===== src/rtl/display_pkg.sv =====
// -----------------------------------------------------------------------------
// display_pkg
//   Shared constants for the seven-segment score display.
//   - SEG_0..SEG_7 : active-low glyph codes for the decimal digits 0..7,
//                    packed g..a (bit6 = g, bit0 = a).
//   - A..G         : bit index of each segment inside a 7-bit code.
// -----------------------------------------------------------------------------
package display_pkg;

    // Segment bit positions inside a 7-bit code.
    localparam int unsigned A = 0;
    localparam int unsigned B = 1;
    localparam int unsigned C = 2;
    localparam int unsigned D = 3;
    localparam int unsigned E = 4;
    localparam int unsigned F = 5;
    localparam int unsigned G = 6;

    localparam int unsigned SEG_W = 7;

    // Active-low glyphs: a 0 bit lights the segment.
    localparam logic [SEG_W-1:0] SEG_0 = 7'h40;
    localparam logic [SEG_W-1:0] SEG_1 = 7'h79;
    localparam logic [SEG_W-1:0] SEG_2 = 7'h24;
    localparam logic [SEG_W-1:0] SEG_3 = 7'h30;
    localparam logic [SEG_W-1:0] SEG_4 = 7'h19;
    localparam logic [SEG_W-1:0] SEG_5 = 7'h12;
    localparam logic [SEG_W-1:0] SEG_6 = 7'h02;
    localparam logic [SEG_W-1:0] SEG_7 = 7'h78;

endpackage : display_pkg


===== src/rtl/display_seg7_decode.sv =====
// -----------------------------------------------------------------------------
// seg7_decode
//   Purely combinational digit decoder. Maps a 3-bit score to the active-low
//   seven-segment glyph of its decimal value.
//   Ports:
//     in   [2:0] : score value 0..7 (every code is legal)
//     code [6:0] : active-low glyph, bit0 = a .. bit6 = g
// -----------------------------------------------------------------------------
module seg7_decode
    import display_pkg::*;
(
    input  logic [2:0]       in,
    output logic [SEG_W-1:0] code
);

    always_comb begin
        // Default keeps the block latch-free; every value is overwritten below.
        code = SEG_0;
        case (in)
            3'd0: code = SEG_0;
            3'd1: code = SEG_1;
            3'd2: code = SEG_2;
            3'd3: code = SEG_3;
            3'd4: code = SEG_4;
            3'd5: code = SEG_5;
            3'd6: code = SEG_6;
            3'd7: code = SEG_7;
            default: code = SEG_0;
        endcase
    end

endmodule : seg7_decode


===== src/rtl/display.sv =====
// -----------------------------------------------------------------------------
// display
//   Registered seven-segment score display. The score on `in` is decoded,
//   adjusted to the panel polarity and captured on every rising clk edge, so
//   `out` shows the glyph one cycle after `in` changes and never glitches
//   between edges.
//   There is no handshake: `in` is treated as always valid and is sampled on
//   every rising edge; there is no ready/back-pressure path.
//   Parameters:
//     ACTIVE_LOW : 1 -> segment lit when its bit is 0; 0 -> lit when bit is 1
//   Ports:
//     clk        : clock, rising edge
//     reset      : synchronous, active-high; loads glyph "0", wins over `in`
//     in   [2:0] : score value 0..7
//     out  [6:0] : segment drive, bit0 = a .. bit6 = g
// -----------------------------------------------------------------------------
module display
    import display_pkg::*;
#(
    parameter bit ACTIVE_LOW = 1'b1
) (
    input  logic             clk,
    input  logic             reset,
    input  logic [2:0]       in,
    output logic [SEG_W-1:0] out
);

    logic [SEG_W-1:0] code_al;
    logic [SEG_W-1:0] code_pol;
    logic [SEG_W-1:0] reset_glyph;

    seg7_decode u_decode (
        .in   (in),
        .code (code_al)
    );

    // The decoder always speaks active-low; flip here for active-high panels.
    assign code_pol    = ACTIVE_LOW ? code_al : ~code_al;
    assign reset_glyph = ACTIVE_LOW ? SEG_0   : ~SEG_0;

    always_ff @(posedge clk) begin
        if (reset) begin
            out <= reset_glyph;
        end else begin
            out <= code_pol;
        end
    end

endmodule : display


===== config.mk =====
export PLATFORM = sky130hd
export DESIGN_NAME = display
export DESIGN_NICKNAME = d
export VERILOG_FILES = /design/src/rtl/display_pkg.sv /design/src/rtl/display_seg7_decode.sv /design/src/rtl/display.sv
export SDC_FILE = /design/constraint.sdc
export NUM_CORES = 1
export LEC_CHECK = 0
export BUFFER_PORTS_ARGS = -buffer_cell sky130_fd_sc_hd__buf_2
export CORE_AREA = 2 2 39 41
export CTS_CLUSTER_SIZE = 40
export DETAILED_ROUTE_END_ITERATION = 8
export DIE_AREA = 0 0 41 43
export GPL_ROUTABILITY_DRIVEN = 0
export SYNTH_ARGS = -nofsm -noshare
export SYNTH_HDL_FRONTEND = slang
export SYNTH_SLANG_ARGS = --single-unit

===== constraint.sdc =====
create_clock -name clk -period 1.8 [get_ports clk]
set_clock_uncertainty 0.1 [all_clocks]
set_input_delay 0.09 -clock clk [delete_from_list [all_inputs] [get_ports clk]]
set_output_delay 0.09 -clock clk [all_outputs]
set_load 0.02 [all_outputs]

==> flow_summary.yaml <==
routing:
  dr.pass1.iters: 1
  ant_nets: 0
  vias_per_cell: 3.81
  drt_iter0_drc: 0
  wl_per_cell_um: 8.13
  drcViolationCount: 0
  num_vias: 236
  routed_wirelength_um: 504
die:
  core_area_um2: 1380
  ios: 12
  fp.dieW_um: 41
  die_h_um: 43
  initial_core_util_pct: 22.4
  die_area_um2: 1760
  rows: 14
cts:
  cts-root-buf: "clkbuf_4"
  clock_path_buffers: 2
  cts_tree: "built"
  post_cts_buffers: 0
  cts_made_buffers: 3
  clk_pin_slew_ps: 50
  ctsResizeCount: 0
  cts_sinks: 7
  h-tree-depth: 1
sta:
  fmax_mhz: 759
  tightest_slew_ps: 221
  min_period_ps: 1320
  worst_slack_ps: 483
  final_max_slew_viol_count: 0
  hold_viol: 0
  fin_crit_sh_pct: 73.2
  timing.hold.ws_ps: 55.3
  setup_viol: 0
  final.setup.tns_ps: 0
  rsz0062_at_grt: "no"
  slew_headroom_pct: 85.1
hold_path:
  min-delay-start: "in[2]"
  whs_path_depth: 2
  holdCritPathClass: "input port to flip-flop"
  hold_end: "out[2]"
final_layout:
  antenna_cells: 0
  regArea_um2: 140
  reg.largest.list: "out (7)"
  largest_reg_flops: 7
  top_register: "out"
  layout-drive-gt1-share_pct: 34.8
  fillers: 152
  nNetsFinal: 57
  syn_to_final_growth_pct: 38.7
  multi_input_area_um2: 151
  fin_util_pct: 31.1
setup_path:
  start_kind: "input port"
  cp_slowest_cell: "dlygate4sd3_1"
  end_kind: "flip-flop"
  path_class: "input port to flip-flop"
  crit_arrival_ps: 1350
  path_max_fanout: 5
  slowest_delay_ps: 510
  required_ps: 1830
  crit_path_cell_trace: "dlygate4sd3_1, buf_2, inv_1, ha_1, and3b_2"
synth:
  synth_edf_count: 0
  synth_seq_cells: 7
  synth_ff_type: "dfxtp_1"
  synth.distinct_cells: 16
  avgSynthCellArea_um2: 10.7
  synthMuxAreaShare_pct: 3.23
  synth_top_area_cell: "dfxtp_1"
  yosysMostFrequentCell: "dfxtp_1"
  syn-cell-area_um2: 310
  synth_common_cells: "dfxtp_1 (7), ha_1 (5), a21oi_1 (2), inv_1 (2), nor2_1 (2)"
  synthTopCellsByArea: "dfxtp_1 (45%), ha_1 (20%), buf_6 (3.6%)"
  synthSimpleGateAreaFrac_pct: 15.3
  synth-xor-area-share_pct: 0
  ys_seq_area_share_pct: 45.2
  synth_top_area_share_pct: 45.2
  synthArstFlopShare_pct: 0
  synth-compound-area-share_pct: 10.1
  synth_nets: 39
  synth_top_family_by_area: "adder cells"
  synth_cells: 29
  yosysWarnings: 0
  synth-adder-area-share_pct: 20.2
placed_design:
  post-dp-hpwl_um: 396
  portBuffers: 11
  pre_cts_ws_ps: 760
global_routing:
  antenna_found_initial: 0
  track_usage_pct: 7.63
  grt_pass1_wl_um: 890
  grt_max_degree: 12
  grt_pass1_vias: 250
  grt.overflow.total: 0
power:
  p_leak_nw: 0.219
  ir_drop_mv: 0.148
  power.density_nw_per_um2: 829
  totalPowerFinal_mw: 0.357
run:
  maxCapViolations: 0
status:
  outcome: "complete, no violations"
## worst max-delay path, delay by kind of cell
family | cells | cell delay [ps]
buf+inv | 3 | 740
simple gates | 1 | 200
fa+ha+maj | 1 | 310
## through the flow
step                cell area, um2  std cells
detailed placement             374         55
global route                   430         62
finish                         430         62
floorplan                      310         29
CTS                            430         62
global placement               374         55
## cell families (layout without fill, tap and decap cells)
family / after synthesis / count (layout)
AO/OA/AOI/OAI: 5 / 5
adder cells (fa/ha/maj): 5 / 5
buffers and inverters: 3 / 20
flip-flops: 7 / 7
multiplexers: 1 / 1
AND/OR/NAND/NOR: 8 / 8
## where the power goes
group	switching, mW	internal [mW]	leakage, nW
sequential	0.00165	0.165	0.0580
combinational	0.0330	0.0242	0.146
clock	0.0495	0.0840	0.0150
total	0.0842	0.273	0.219
## layout make-up
type | instances | area share, %
flip-flops and latches | 7 | 32.6
well taps | 16 | 4.65
multi-input cells | 19 | 35.2
repair buffers | 14 | 19.8
inverters | 2 | 1.74
clock buffers | 4 | 6.10
## timing repair
item,4_1_cts,5_1_grt
endpoints found under the hold margin,6,0
hold buffers,3,0
setup endpoints to repair,0,0
## how the worst max path moves through the flow
stage	startpoint	endpoint	slack (ps)	cells past startpoint
2_1_floorplan	in[0]	out[1]	980	3
3_3_place_gp	in[0]	out[1]	790	4
3_5_place_dp	in[0]	out[1]	760	4
4_1_cts	in[0]	out[1]	490	5
5_1_grt	in[0]	out[3]	390	5
6_report	in[0]	out[1]	480	5
## cell usage in the layout, fill, tap and decap left out
master,synthesis,final
mux2i_1,1,1
o21ai_0,1,1
a211oi_1,1,1
clkbuf_4,0,3
buf_2,0,11
nand2b_1,1,1
and3b_2,1,1
nor4_1,1,1
nand2_1,1,1
dlygate4sd3_1,0,3
or2b_1,1,1
nor2_1,2,2
a21oi_2,1,1
or2_1,1,1
clkbuf_1,0,1
a21oi_1,2,2
dfxtp_1,7,7
inv_1,2,2
ha_1,5,5
## routing by layer
metal | share of wire [%] | vias to the layer above | routed length [um] | global-route usage, %
met3 | 6.5 | 0 | 33 | 0
met2 | 51 | 7 | 258 | 11.9
li1 | - | 130 | - | -
met5 | 0 | - | 0 | 0
met1 | 42 | 99 | 212 | 8.36
met4 | 0 | 0 | 0 | 8.00
Note: power is estimated with default switching activity, not from simulation.
